--- src/rtl/aes_pkg.sv ---
// Shared definitions for the AES-128 byte-serial loader and its core interface.
package aes_pkg;

  localparam int unsigned AES_BLOCK_BYTES = 16;

  localparam logic [1:0] CMD_LOAD_KEY  = 2'b00;
  localparam logic [1:0] CMD_LOAD_DATA = 2'b01;
  localparam logic [1:0] CMD_ENCRYPT   = 2'b10;

  typedef enum logic [2:0] {
    FILL,
    CMD,
    STREAM,
    SETTLE,
    ENC,
    WAIT,
    DRAIN
  } loader_state_e;

endpackage

--- src/rtl/aes_block_buf.sv ---
// 16x8 block buffer: one synchronous write port, one combinational read port.
module aes_block_buf
  import aes_pkg::*;
(
  input  logic       clk,
  input  logic       we_i,
  input  logic [3:0] waddr_i,
  input  logic [7:0] wdata_i,
  input  logic [3:0] raddr_i,
  output logic [7:0] rdata_o
);

  logic [7:0] mem_q [AES_BLOCK_BYTES];

  always_ff @(posedge clk) begin
    if (we_i) begin
      mem_q[waddr_i] <= wdata_i;
    end
  end

  assign rdata_o = mem_q[raddr_i];

endmodule

--- src/rtl/aes_stream_loader.sv ---
// Byte-serial loader/unloader between the stream pins and the AES-128 core.
module aes_stream_loader
  import aes_pkg::*;
#(
  parameter int unsigned ENC_TIMEOUT = 1023,
  parameter int unsigned LOAD_GAP    = 1
) (
  input  logic       clk,
  input  logic       rst_n,
  input  logic       in_valid,
  output logic       in_ready,
  input  logic [7:0] in_data,
  input  logic       in_is_key,
  output logic       out_valid,
  input  logic       out_ready,
  output logic [7:0] out_data,
  output logic       core_start,
  output logic [1:0] core_cmd,
  output logic [7:0] core_byte,
  input  logic       core_done,
  output logic [3:0] core_rd_addr,
  input  logic [7:0] core_rd_data,
  output logic       busy,
  output logic       err
);

  localparam int unsigned TW = $clog2(ENC_TIMEOUT + 1);
  localparam int unsigned GW = (LOAD_GAP > 1) ? $clog2(LOAD_GAP) : 1;
  localparam logic [3:0]    LAST_IDX = 4'(AES_BLOCK_BYTES - 1);
  localparam logic [TW-1:0] TMO_MAX  = TW'(ENC_TIMEOUT);
  localparam logic [TW-1:0] TMO_LAST = TW'(ENC_TIMEOUT - 1);
  localparam logic [GW-1:0] GAP_LAST = GW'(LOAD_GAP - 1);

  loader_state_e state_q;
  logic [3:0]    idx_q;
  logic          is_key_q;
  logic          err_q;
  logic [TW-1:0] tmo_q;
  logic [GW-1:0] gap_q;

  logic [7:0]    buf_rdata;
  loader_state_e after_load;

  aes_block_buf u_buf (
    .clk     (clk),
    .we_i    (in_valid && (state_q == FILL)),
    .waddr_i (idx_q),
    .wdata_i (in_data),
    .raddr_i (idx_q),
    .rdata_o (buf_rdata)
  );

  // A key block ends after loading; a data block goes on to encrypt.
  assign after_load = is_key_q ? FILL : ENC;

  always_ff @(posedge clk or negedge rst_n) begin
    if (!rst_n) begin
      state_q  <= FILL;
      idx_q    <= '0;
      is_key_q <= 1'b0;
      err_q    <= 1'b0;
      tmo_q    <= '0;
      gap_q    <= '0;
    end else begin
      case (state_q)
        FILL: begin
          if (in_valid) begin
            if (idx_q == '0) begin
              is_key_q <= in_is_key;
            end else if (in_is_key != is_key_q) begin
              err_q <= 1'b1;
            end
            idx_q <= idx_q + 4'd1;
            if (idx_q == LAST_IDX) begin
              state_q <= CMD;
            end
          end
        end
        CMD: begin
          idx_q   <= '0;
          state_q <= STREAM;
        end
        STREAM: begin
          idx_q <= idx_q + 4'd1;
          if (idx_q == LAST_IDX) begin
            gap_q   <= '0;
            state_q <= (LOAD_GAP == 0) ? after_load : SETTLE;
          end
        end
        SETTLE: begin
          if (gap_q == GAP_LAST) begin
            state_q <= after_load;
          end else begin
            gap_q <= gap_q + GW'(1);
          end
        end
        ENC: begin
          tmo_q   <= '0;
          state_q <= WAIT;
        end
        WAIT: begin
          if (core_done) begin
            idx_q   <= '0;
            state_q <= DRAIN;
          end else begin
            if (tmo_q != TMO_MAX) begin
              tmo_q <= tmo_q + TW'(1);
            end
            // The increment that lands on ENC_TIMEOUT is the abort point.
            if (tmo_q == TMO_LAST) begin
              err_q   <= 1'b1;
              state_q <= FILL;
            end
          end
        end
        DRAIN: begin
          if (out_ready) begin
            idx_q <= idx_q + 4'd1;
            if (idx_q == LAST_IDX) begin
              state_q <= FILL;
            end
          end
        end
        default: state_q <= FILL;
      endcase
    end
  end

  always_comb begin
    core_cmd = CMD_LOAD_KEY;
    case (state_q)
      CMD:       core_cmd = is_key_q ? CMD_LOAD_KEY : CMD_LOAD_DATA;
      ENC, WAIT: core_cmd = CMD_ENCRYPT;
      default:   core_cmd = CMD_LOAD_KEY;
    endcase
  end

  assign in_ready     = (state_q == FILL);
  assign busy         = (state_q != FILL);
  assign core_start   = (state_q == CMD) || (state_q == ENC) || (state_q == WAIT);
  assign core_byte    = (state_q == STREAM) ? buf_rdata : '0;
  assign out_valid    = (state_q == DRAIN);
  assign out_data     = (state_q == DRAIN) ? core_rd_data : '0;
  assign core_rd_addr = (state_q == DRAIN) ? idx_q : '0;
  assign err          = err_q;

endmodule

--- config.mk ---
export PLATFORM = sky130hd
export DESIGN_NAME = aes_stream_loader
export DESIGN_NICKNAME = d
export VERILOG_FILES = /design/src/rtl/aes_pkg.sv /design/src/rtl/aes_block_buf.sv /design/src/rtl/aes_stream_loader.sv
export SDC_FILE = /design/constraint.sdc
export NUM_CORES = 1
export LEC_CHECK = 0
export CORE_MARGIN = 1.5
export CORE_UTILIZATION = 40
export CTS_BUF_LIST = sky130_fd_sc_hd__clkbuf_16
export CTS_CLUSTER_DIAMETER = 150
export CTS_CLUSTER_SIZE = 28
export DETAILED_ROUTE_END_ITERATION = 10
export PLACE_DENSITY_LB_ADDON = 0.1
export SYNTH_ARGS = -nofsm -noshare
export SYNTH_HDL_FRONTEND = slang
export SYNTH_SLANG_ARGS = --single-unit
--- constraint.sdc ---
create_clock -name clk -period 2.2 [get_ports clk]
set_input_delay 0.44 -clock clk [delete_from_list [all_inputs] [get_ports clk]]
set_output_delay 0.44 -clock clk [all_outputs]
set_load 0.01 [all_outputs]
; ---- Word level (Yosys, flattened, before mapping)
; Memories as Yosys holds them, arrays and structs flattened.
; Index checks and enable logic that the tools add are counted.
[word_totals]
reg_bits = 20
elab_cells = 83
output_inout_bits = 27
mem_bits_rw = 128
inputBits = 22
n_memories = 1
[op_classes]
addsub = 3
eq_ne = 23
reduce_logical = 17
n_mux = 33
[memory_table]
columns = name, depth, width, rd, rd_clocked_by_memory_dff, wr, line_no
row1 = u_buf.mem_q, 16, 8, 1, 0, 1, aes_block_buf.sv:13  ; logic [7:0] mem_q [AES_BLOCK_BYTES];
[ops]
columns = operator, count
row1 = 3-bit 2-to-1 mux, 9
row2 = 3-bit one-hot mux with 7 select lines, 1
row3 = 10-bit 2-to-1 mux, 2
row4 = 10-bit one-hot mux with 2 select lines, 1
row5 = 4-bit one-hot mux with 5 select lines, 1
row6 = 4-bit 2-to-1 mux, 4
row7 = 8-bit 2-to-1 mux, 2
row8 = 2-bit inequality test (second input constant), 8
row9 = 10-bit by 1-bit adder with 10-bit output (second input constant), 1
row10 = 10-bit equality test (second input constant), 1
row11 = 1-bit 2-to-1 mux, 10
row12 = 10-bit inequality test (second input constant), 1
row13 = 3-bit equality test (second input constant), 3
row14 = 2-bit by 1-bit inequality test with 1-bit output (second input constant), 4
row15 = 7-bit AND reduction, 1
row16 = 3-bit by 2-bit equality test with 1-bit output (second input constant), 2
row17 = 3-bit AND reduction, 2
row18 = 6-bit AND reduction, 1
row19 = 2-bit nonzero test, 3
row20 = 5-bit nonzero test, 1
row21 = 4-bit by 1-bit adder with 4-bit output (second input constant), 1
row22 = 4-bit equality test (second input constant), 1
row23 = 4-bit zero test, 1
row24 = 1-bit one-hot mux with 2 select lines, 2
row25 = other kinds (12), 13

; ---- Depth between registers and ports, before layout
; Gate-level depths: netlist of the first run.
[logic_depth]
ltp_word = 5
depth_mapped = 7
mapped_depth_nobuf = 5

; ---- Hierarchy
; A second synthesis of the first run with hierarchy kept.
[hier_totals]
hier_cells = 376
area_unflattened_um2 = 6351.1
[by_module_without_submodules]
columns = module, instances, area_each_um2, cells_per_inst
row1 = aes_block_buf, 1, 4987.3, 221
row2 = aes_stream_loader, 1, 1363.8, 155

; ---- Least setup slack after synthesis of the first run
; No wires, ideal clock.
[synth_path]
kind = flip-flop to flip-flop
from = register idx_q[0]
to = memory u_buf.mem_q[2][0] (enable)
setup_time_ns = 0.383
path_buffers = 2
stages_incl_launch_ff = 7
period_less_slack_ns = 2.011
t_arrival_ns = 1.628
path_slack_ns = 0.189
cell_sequence = dfrtp_1 buf_6 buf_6 inv_1 ha_1 nand2_1 nor3_1
[synth_lines]
columns = item, line_no
row1 = "start, declared", aes_stream_loader.sv:35  ; logic [3:0] idx_q;
row2 = "start signal, assigned", aes_stream_loader.sv:73  ; idx_q <= idx_q + 4'd1;
row3 = "start signal, assigned", aes_stream_loader.sv:84  ; idx_q <= idx_q + 4'd1;
row4 = "start signal, assigned", aes_stream_loader.sv:118  ; idx_q <= idx_q + 4'd1;
row5 = "end, declared", aes_block_buf.sv:13
; Straight into the memory's write port.

; ---- Worst setup path in the final report of the first run
[layout_path]
from = register idx_q[0]
to = output port core_byte[7]
[layout_between]
elab_chain_cells = 2
[layout_rtl]
columns = item, line_no
row1 = memory 16 x 8 bit, --
row2 = 8-bit 2-to-1 mux, aes_stream_loader.sv:141  ; assign core_byte = (state_q == STREAM) ? buf_rdata : '0;
row3 = "end, declared", aes_stream_loader.sv:19  ; output logic [7:0] core_byte,
; Every way passes these cells.

==> results.cfg, run 1 <==
[synth]
synthCells = 374
synth.net_count = 402
synth.yosys.warnings = 0
number_of_enable_flip_flop_cells_after_synthesis = 128
synth-seq-cells = 147
synth-main-ff-cell = sky130_fd_sc_hd__edfxtp_1
syn_avg_cell_area_um2 = 16.9
synth.yosys.seq_area_share_pct = 68.3
synth_cell_types = 51
synth_async_sr_flop_share_pct = 12.9
synth_area_mm2 = 0.00632

[pwr]
p_leak_nw = 2.93
ir_worst_vdd_v = 0.000702
power.density_cell_area_mw_per_mm2 = 1170
fin_total_pwr_mw = 9.55

[final_layout]
num_antenna_cells = 0
finalNetCount = 518
fin_cells = 714
final_util_pct = 53.3
area.sequential_mm2 = 0.00432
multiInputGateArea_mm2 = 0.00194
drive_gt1_share_pct = 33.6
fillers = 1306
flow.area_growth_from_synthesis_pct = 29.0

[clocking]
clock_tree_buf_depth = 2
cts_tree = yes
clkLatencyLatePin_ns = 0.41
htreeDepth = 4
ctsHoldBuffers = 0
clock_sink_count = 147
master_cell_of_the_clock_root_buffer = sky130_fd_sc_hd__clkbuf_16
clk_pin_slew_worst_paths_ns = 0.06
tritoncts.num_buffers = 17

[route]
route.detailed.wl_per_inst_um = 20.2
drtAntennaViolNets = 0
drt_drc_violations_left = 0
detail_route.wirelength_um = 14400
dr.pass1.iters = 4
route.detailed.vias_per_inst = 5.26
total_number_of_vias = 3755
m1WireLength_um = 6500
drt_first_iter_violations = 219
total_met3_wirelength_after_detailed_routing_um = 545
met2_length_um = 7000
dr.max_layer_used = met4

[run_status]
run_status = finished with violations
violations = negative setup slack

[floorplanning]
die_w_um = 129
num_rows = 45
initial_utilization_pct = 41.3
die_area_mm2 = 0.0166
design.core.area_mm2 = 0.0153
floorplan.io_pins = 49
die_height_um = 129

[global_routing]
grt_max_degree = 21
global_route_wire_length_before_repair_um = 22400
initial_antenna_violation_count = 0
overflow = 0
first_global_vias = 3698
grt_util_all_layers_pct = 19.0

[timing]
finalSetupViolCount = 8
worst-slew-pin-transition_ns = 0.587
fmax_ghz = 0.389
timing.final.hold_violations = 0
final_min_period_ns = 2.57
worst_clock_skew_ns = 0.00580
relSlewSlack_pct = 60.8
worst_slack_ns = -0.369
drv_slew = 0
unrepaired_setup_endpoints_after_global_routing = yes
min_period_over_period_pct = 117

[critical_path]
timing.critical_path.arrival_ns = 2.13
crit_required_ns = 1.76
worst_setup_path_start_kind = register
critPathMaxFanout = 8
endpoint_type_of_the_worst_setup_path = output pin
critPathKind = register to output pin

[placement]
numPortBuffers = 48
place.detailed.hpwl_um = 9720
place.gp.congestion = 0.801
post-place-ws_ns = -0.286
dp_cells = 672

[worst_hold_path]
hold_path_class = input pin to asynchronous set/reset pin

[flow_run]
max_cap_viol_count = 0
where the power goes:
part           leakage [nW]  total [mW]  internal, mW  switching, mW
clock                 0.267        2.69          1.56           1.13
sequential             1.40        3.35          3.23          0.124
combinational          1.26        3.50          1.86           1.64
total                  2.93        9.55          6.65           2.90
per-stage QoR:
| stage | instance area, um2 | TNS (ns) | hold slack, ns |
|---|---|---|---|
| after detailed placement | 7450 | -1.84 | 0.450 |
| after floorplan | 6320 | 0 | 0.144 |
| after global routing | 8160 | -3.33 | 0.391 |
| after global placement | 7450 | -1.85 | 0.445 |
| after CTS | 8160 | -2.98 | 0.355 |
| final | 8160 | -2.75 | 0.360 |
worst max-delay path, cell delays in order (launching register included):
cell and delay [ns]:
sky130_fd_sc_hd__dfrtp_2 0.45, sky130_fd_sc_hd__buf_12 0.15, sky130_fd_sc_hd__buf_12 0.14, sky130_fd_sc_hd__buf_6 0.10, sky130_fd_sc_hd__mux4_2 0.47, sky130_fd_sc_hd__mux2i_1 0.16
sky130_fd_sc_hd__o22ai_2 0.10, sky130_fd_sc_hd__buf_2 0.15
cells in the mapped netlist (2+ instances only):
| master | n | share of area, % |
|---|---|---|
| sky130_fd_sc_hd__a21oi_1 | 6 | 0.47 |
| sky130_fd_sc_hd__a211oi_1 | 2 | 0.24 |
| sky130_fd_sc_hd__nor2b_1 | 2 | 0.20 |
| sky130_fd_sc_hd__inv_1 | 9 | 0.53 |
| sky130_fd_sc_hd__nand3_1 | 8 | 0.63 |
| sky130_fd_sc_hd__or3_1 | 2 | 0.20 |
| sky130_fd_sc_hd__nor3_1 | 5 | 0.40 |
| sky130_fd_sc_hd__mux4_2 | 32 | 11 |
| sky130_fd_sc_hd__o21ai_1 | 2 | 0.16 |
| sky130_fd_sc_hd__a41o_1 | 3 | 0.47 |
| sky130_fd_sc_hd__and4_1 | 2 | 0.28 |
| sky130_fd_sc_hd__and3_1 | 4 | 0.40 |
| sky130_fd_sc_hd__nand4_1 | 4 | 0.40 |
| sky130_fd_sc_hd__nand2b_1 | 4 | 0.40 |
| sky130_fd_sc_hd__buf_4 | 2 | 0.24 |
| sky130_fd_sc_hd__a31oi_1 | 5 | 0.49 |
| sky130_fd_sc_hd__buf_2 | 9 | 0.71 |
| sky130_fd_sc_hd__clkbuf_1 | 3 | 0.18 |
| sky130_fd_sc_hd__xnor2_1 | 5 | 0.69 |
| sky130_fd_sc_hd__o22ai_1 | 8 | 0.79 |
| sky130_fd_sc_hd__buf_6 | 4 | 0.71 |
| sky130_fd_sc_hd__edfxtp_1 | 128 | 61 |
| sky130_fd_sc_hd__ha_1 | 6 | 1.2 |
| sky130_fd_sc_hd__a21o_1 | 2 | 0.24 |
| sky130_fd_sc_hd__o21ai_0 | 5 | 0.40 |
| sky130_fd_sc_hd__and2_1 | 12 | 1.2 |
| sky130_fd_sc_hd__mux2i_1 | 18 | 2.8 |
| sky130_fd_sc_hd__nor2_1 | 22 | 1.3 |
| sky130_fd_sc_hd__dfrtp_1 | 19 | 7.5 |
| sky130_fd_sc_hd__nand3b_1 | 4 | 0.47 |
| sky130_fd_sc_hd__nand2_1 | 17 | 1.0 |
kinds of logic (layout without fill, tap and decap cells):
kind of cell             after synthesis  in the layout  synth area share, %
AO/OA/AOI/OAI                         45             45                 5.16
XOR/XNOR                               5              5                0.692
adder cells (fa/ha/maj)                6              6                 1.19
buffers and inverters                 28            157                 2.43
flip-flops                           147            147                 68.3
multiplexers                          51             51                 14.4
AND/OR/NAND/NOR                       92             92                 7.81
path summary, 6_finish.rpt:
check / startpoint / endpoint / slack (ns) / depth (start not counted)
worst max-delay path: idx_q[0] / core_byte[7] / -0.37 / 7
worst min-delay path: rst_n / err / 0.36 / 2
worst max register to register: idx_q[0] / u_buf.mem_q[12][7] / 0.14 / 8
worst min register to register: err / err / 0.46 / 1
max in group asynchronous: rst_n / idx_q[0] / 1.61 / 2
min in group clk: err / err / 0.46 / 1
placed cells by master (no fill, tap or decap), types with 9 or more instances in the layout:
master / count
sky130_fd_sc_hd__mux4_2: 32
sky130_fd_sc_hd__nor2_1: 22
sky130_fd_sc_hd__nand2_1: 17
sky130_fd_sc_hd__clkbuf_16: 17
sky130_fd_sc_hd__inv_1: 9
sky130_fd_sc_hd__and2_1: 12
sky130_fd_sc_hd__mux2i_1: 11
sky130_fd_sc_hd__dfrtp_1: 18
sky130_fd_sc_hd__edfxtp_1: 128
sky130_fd_sc_hd__buf_4: 53
sky130_fd_sc_hd__buf_2: 9
sky130_fd_sc_hd__clkdlybuf4s50_1: 22
sky130_fd_sc_hd__clkbuf_2: 9
final cells by class:
class                   count  area share [%]
flip-flops and latches    147            52.9
multi-input cells         199            23.8
repair buffers            116            12.8
clock buffers              17            5.21
well taps                 211            3.24
clock inverters            15            1.61
inverters                   9           0.414
layer usage:
| layer | track usage (%) | vias up |
|---|---|---|
| li1 | - | 1726 |
| met1 | 26.3 | 1933 |
| met2 | 29.5 | 78 |
| met3 | 3.62 | 18 |
| met4 | 8.72 | 0 |
| met5 | 0 | - |
state kept, by name, summed over array words and instances, names as in the netlist:
name         flops
idx_q            4
u_buf.mem_q    128
is_key_q         1
err              1
tmo_q           10
state_q          3
what timing repair did:
| item | 4_1_cts | 5_1_grt |
|---|---|---|
| endpoints found under the setup margin | 25 | 23 |
| setup buffers | 10 | 0 |
| resized for setup | 73 | 28 |
| gates cloned | 1 | 0 |
| endpoints found under the hold margin | 0 | 0 |
| pin swaps | 7 | 4 |
Note: power is estimated with default switching activity, not from simulation.
==> run 2, diff against run 1 <==
- CELL_PAD_IN_SITES_DETAIL_PLACEMENT: unset -> 0
- CELL_PAD_IN_SITES_GLOBAL_PLACEMENT: unset -> 1
==> run 2 against run 1 <==
  * The flow still finishes with violations (negative setup slack)
  * First-iteration DRC count shrank 6.8%
  * Final area is 0.25% higher
  * Largest cell class unchanged
  * Flip-flop and latch count is the same
  * Routed wire length about the same
  * Worst setup slack worse by 0.043 ns
==> results.cfg, run 2 (same netlist as run 1, synthesis figures left out) <==
[route]
dr.pass1.iters = 4
route.detailed.vias_per_inst = 5.24
drt_drc_violations_left = 0
detail_route.wirelength_um = 14400
total_number_of_vias = 3723
drtAntennaViolNets = 0
route.detailed.wl_per_inst_um = 20.3
drt_first_iter_violations = 204

[timing]
final_min_period_ns = 2.61
unrepaired_setup_endpoints_after_global_routing = yes
fmax_ghz = 0.383
timing.setup.tns_ns = -2.88
drv_slew = 0
finalSetupViolCount = 8
relSlewSlack_pct = 60.4
min_period_over_period_pct = 119
worst_clock_skew_ns = 0.0106
timing.final.hold_violations = 0
timing.hold.ws_ns = 0.372
worst-slew-pin-transition_ns = 0.591
worst_slack_ns = -0.411

[critical_path]
setup.reg_to_reg.worst_slack_ns = 0.12
worstPathBufferInverterCount = 4
worst_setup_path_start_kind = register
critPathKind = register to output pin
slowest_delay_ns = 0.52
critPathMaxFanout = 6
endpoint_type_of_the_worst_setup_path = output pin
critical-path-slowest-cell = sky130_fd_sc_hd__mux4_2
path_common_cell = sky130_fd_sc_hd__buf_12
timing.critical_path.arrival_ns = 2.17
crit_path_cell_trace = buf_12, buf_12, mux4_2, mux2i_2, buf_4, o22ai_2, buf_2
path_delay_family = multiplexers
crit_required_ns = 1.76

[run_status]
violations = negative setup slack
run_status = finished with violations

[global_routing]
grt_util_all_layers_pct = 18.8
grtUsageMet3_pct = 4.41
global_route_wire_length_before_repair_um = 22300
layer_carrying_the_most_global_route_usage = met2
use_met2_pct = 30.4
initial_antenna_violation_count = 0
grt_max_degree = 23
grtUsageMet1_pct = 25.3
first_global_vias = 3823
overflow = 0

[worst_hold_path]
hold_path_class = input pin to asynchronous set/reset pin

[pwr]
comb_power_share_pct = 37.2
internal_power_mw = 6.81
total_switching_power_mw = 2.98
clockPowerShare_pct = 28.7
seq_power_share_pct = 34.1
ir_worst_vdd_v = 0.000619
power.density_cell_area_mw_per_mm2 = 1200
p_leak_nw = 2.93
netSwitchingFraction_pct = 30.4

[final_layout]
regMostFlops = u_buf.mem_q
leading_registers_by_flop_count = u_buf.mem_q x128, tmo_q x10, idx_q x4
most_common_library_cell_in_the_layout_ignoring_fill_and_taps = sky130_fd_sc_hd__edfxtp_1
fin_cells = 710
max_ffs_per_register = 128
num_antenna_cells = 0
most-common-layout-cells = sky130_fd_sc_hd__edfxtp_1, sky130_fd_sc_hd__buf_4, sky130_fd_sc_hd__mux4_2
drive_gt1_share_pct = 33.7
finalNetCount = 515
fillers = 1305
flow.area_growth_from_synthesis_pct = 29.3

[floorplanning]
floorplan.io_pins = 49
initial_utilization_pct = 41.3
die_height_um = 129
die_area_mm2 = 0.0166
num_rows = 45
design.core.area_mm2 = 0.0153
die_w_um = 129

[placement]
dp_cells = 670
post-place-ws_ns = -0.336
place.detailed.hpwl_um = 9840
place.gp.congestion = 0.728
numPortBuffers = 48

[clocking]
tritoncts.num_buffers = 17
cts_tree = yes
clock_sink_count = 147
clkLatencyLatePin_ns = 0.42
clk_pin_slew_worst_paths_ns = 0.07
htreeDepth = 4
clock_tree_buf_depth = 2
master_cell_of_the_clock_root_buffer = sky130_fd_sc_hd__clkbuf_16

[flow_run]
max_cap_viol_count = 0
## run 2: cell count changes in the layout (fill, tap and decap cells not counted), sizes merged
cell	previous run	this run
clkdlybuf4s15	4	1
clkbuf	26	27
buf	77	74
clkinv	8	7
bufinv	1	2
dlygate4sd2	3	5
inv	13	12
## run 2: repair_timing
item,CTS,global route
hold buffers,0,0
buffers inserted,4,3
gates cloned,1,1
gates resized for setup,79,25
endpoints found under the setup margin,25,24
pin swaps,4,2
## run 2: layer usage
layer / share of wire (%) / vias up
li1: - / 1715
met5: 0 / -
met1: 46 / 1900
met2: 49 / 95
met3: 4.2 / 13
met4: 1.3 / 0
## run 2: final timing paths
| path | start | to | cells after the start |
|---|---|---|---|
| worst max-delay path | idx_q[0] | core_byte[4] | 7 |
| worst min-delay path | rst_n | state_q[0] | 2 |
| worst max register to register | idx_q[0] | u_buf.mem_q[0][6] | 8 |
| worst min register to register | err | err | 1 |
| max in group asynchronous | rst_n | idx_q[0] | 2 |
| min in group clk | err | err | 1 |
## run 2: power by group through the flow
| stage | combinational, mW | clock, mW | sequential, mW |
|---|---|---|---|
| final | 3.64 | 2.81 | 3.34 |
| after global routing | 3.91 | 2.98 | 3.35 |
| after CTS | 3.52 | 2.87 | 3.34 |
| after detailed placement | 3.20 | 0 | 3.41 |
| after global placement | 3.18 | 0 | 3.39 |
| after floorplan | 1.90 | 0 | 3.37 |
## run 2: area by class of cell
| cell class | instances | area, um2 | share of cell area, % |
|---|---|---|---|
| repair buffers | 113 | 1040 | 12.7 |
| clock buffers | 17 | 425 | 5.20 |
| clock inverters | 14 | 155 | 1.90 |
| flip-flops and latches | 147 | 4320 | 52.8 |
| well taps | 211 | 264 | 3.23 |
| inverters | 9 | 33.8 | 0.413 |
| multi-input cells | 199 | 1950 | 23.8 |
## run 2: through the flow
step	util (%)	area [um2]	power (mW)
3_3_place_gp	48.5	7430	6.58
2_1_floorplan	-	6320	5.27
6_report	53.4	8180	9.78
3_5_place_dp	48.5	7430	6.61
4_1_cts	53.2	8150	9.73
5_1_grt	53.4	8180	10.2
==> RTL change: new RTL, settings of run 1 <==
Set the parameter `ENC_TIMEOUT` to 255 (it was 1023).
--- a/src/rtl/aes_stream_loader.sv
+++ b/src/rtl/aes_stream_loader.sv
@@ -2,7 +2,7 @@
 module aes_stream_loader
   import aes_pkg::*;
 #(
-  parameter int unsigned ENC_TIMEOUT = 1023,
+  parameter int unsigned ENC_TIMEOUT = 255,
   parameter int unsigned LOAD_GAP    = 1
 ) (
   input  logic       clk,
Function: same outputs for any inputs over 10 cycles, from zero or initial values and one cycle with rst_n low; that may be too few to reach the edited logic, so the function may still have changed.
==> RTL change against run 1 <==
- the run still ends with setup timing left
- synthesized area down 1.9%
- sequential cell count decreased by 2
- global-route usage fell by 0.26 points
- cell area is 1.5% higher
- final cell count is 3.5% lower
- routed wire length decreased by 1.9%
- setup slack got worse by 0.066 ns
- total power about the same
- critical path type unchanged
- largest power group unchanged
==> RTL change: results (changes against run 1) <==
.. list-table::
   :header-rows: 1

   * - Metric
     - Value
   * - First-pass GRT wire length
     - 21.98 mm (was 22.39 mm)
   * - Total Power Consumption
     - 9.537 mW (was 9.546 mW)
   * - Cell leakage power
     - 3.024 nW (was 2.930 nW)
   * - Final Net Count
     - 516 (was 518)
   * - Worst R2R Setup Slack
     - -0.12 ns (was 0.14 ns)
   * - Status
     - complete, but fails checks (unchanged)
   * - Number of failing setup endpoints in the final timing report
     - 102 (was 8)
   * - Max rail drop VDD
     - 0.5261 mV (was 0.7018 mV)
   * - Post-route worst setup slack
     - -0.4352 ns (was -0.3687 ns)
   * - Met1 global-route usage
     - 25.18% (was 26.26%)
   * - Synthesized area per cell
     - 16.68 µm² (was 16.91 µm²)
   * - Minimum setup slack after placement
     - -0.3922 ns (was -0.2860 ns)
   * - Maximum fanout encountered on the critical timing path
     - 5 (was 8)
   * - Worst slew pin tran
     - 0.7729 ns (was 0.5866 ns)
   * - Total via count in the routed design
     - 3654 (was 3755)
   * - GR Util met2
     - 30.02% (was 29.54%)
   * - DRC violation total after the first TritonRoute iteration
     - 197 (was 219)
   * - Violations in the final reports
     - setup timing (unchanged)
   * - Crit Reg-Reg Endpoint
     - u_buf.mem_q[3][0] (was u_buf.mem_q[12][7])
   * - Proportion of synthesized chip area in sequential cells
     - 68.82% (was 68.29%)
   * - Placed cell areas
     - 7256 µm² (was 7448 µm²)
   * - Largest stage delay on the critical path
     - 0.50 ns (was 0.47 ns)
   * - Async set-or-reset flop fraction in the synthesized netlist
     - 11.72% (was 12.93%)
   * - Worst Skew
     - 0.007884 ns (was 0.005797 ns)
   * - Leading cell types by count after synthesis
     - sky130_fd_sc_hd__edfxtp_1 (128), sky130_fd_sc_hd__mux4_2 (27), sky130_fd_sc_hd__inv_1 (23) (was sky130_fd_sc_hd__edfxtp_1 (128), sky130_fd_sc_hd__mux4_2 (32), sky130_fd_sc_hd__nor2_1 (22))
   * - Fraction of layout instances using a drive strength above 1
     - 42.32% (was 33.60%)
   * - Switching share of power
     - 31.86% (was 30.36%)
   * - Cell total after placement
     - 637 (was 672)
   * - Final weighted congestion of routability-driven global placement
     - 0.8342 (was 0.8007)
[RTL change: layer usage]
| metal | vias up | share of wire, % |
|---|---|---|
| li1 | 1687 | - |
| met1 | 1890 | 45 |
| met2 | 63 | 51 |
| met3 | 14 | 2.5 |
| met4 | 0 | 1.4 |
| met5 | - | 0 |
[RTL change: repair_timing]
item,in CTS,in global routing
buffers inserted,13,10
pin swaps,9,5
cloned,1,0
setup endpoints to repair,26,88
resized for setup,139,73
[RTL change: cell type report]
type                       instances  area, µm²  area share, %
clock inverter                    15      140.1          1.693
clock buffer                      17      425.4          5.138
inverter                          24      92.59          1.118
sequential                       145       4270          51.58
timing repair buffer             116       1172          14.16
multi-input combinational        184       1943          23.47
tap                              188      235.2          2.841
[RTL change: logic make-up after synthesis]
logic type | Yosys count | synth area share, %
adder cells (fa/ha/maj) | 6 | 1.210
multiplexers | 38 | 12.97
AO/OA/AOI/OAI | 39 | 4.458
AND/OR/NAND/NOR | 99 | 8.713
XOR/XNOR | 2 | 0.2824
buffers and inverters | 43 | 3.550
flip-flops | 145 | 68.82
[RTL change: how the worst min path moves through the flow]
stage | slack [ns] | to | from | depth (start not counted)
2_1_floorplan | 0.14 | err | rst_n | 0
3_3_place_gp | 0.54 | err | err | 2
3_5_place_dp | 0.55 | state_q[2] | is_key_q | 1
4_1_cts | 0.33 | tmo_q[6] | rst_n | 2
5_1_grt | 0.36 | err | rst_n | 2
6_report | 0.35 | tmo_q[6] | rst_n | 2
[RTL change: stage by stage]
step,util [%],TNS [ns]
after floorplan,-,-1.292
after CTS,52.48,-4.250
final,54.66,-9.263
after detailed placement,47.91,-4.020
after global routing,54.66,-15.50
after global placement,47.91,-3.492
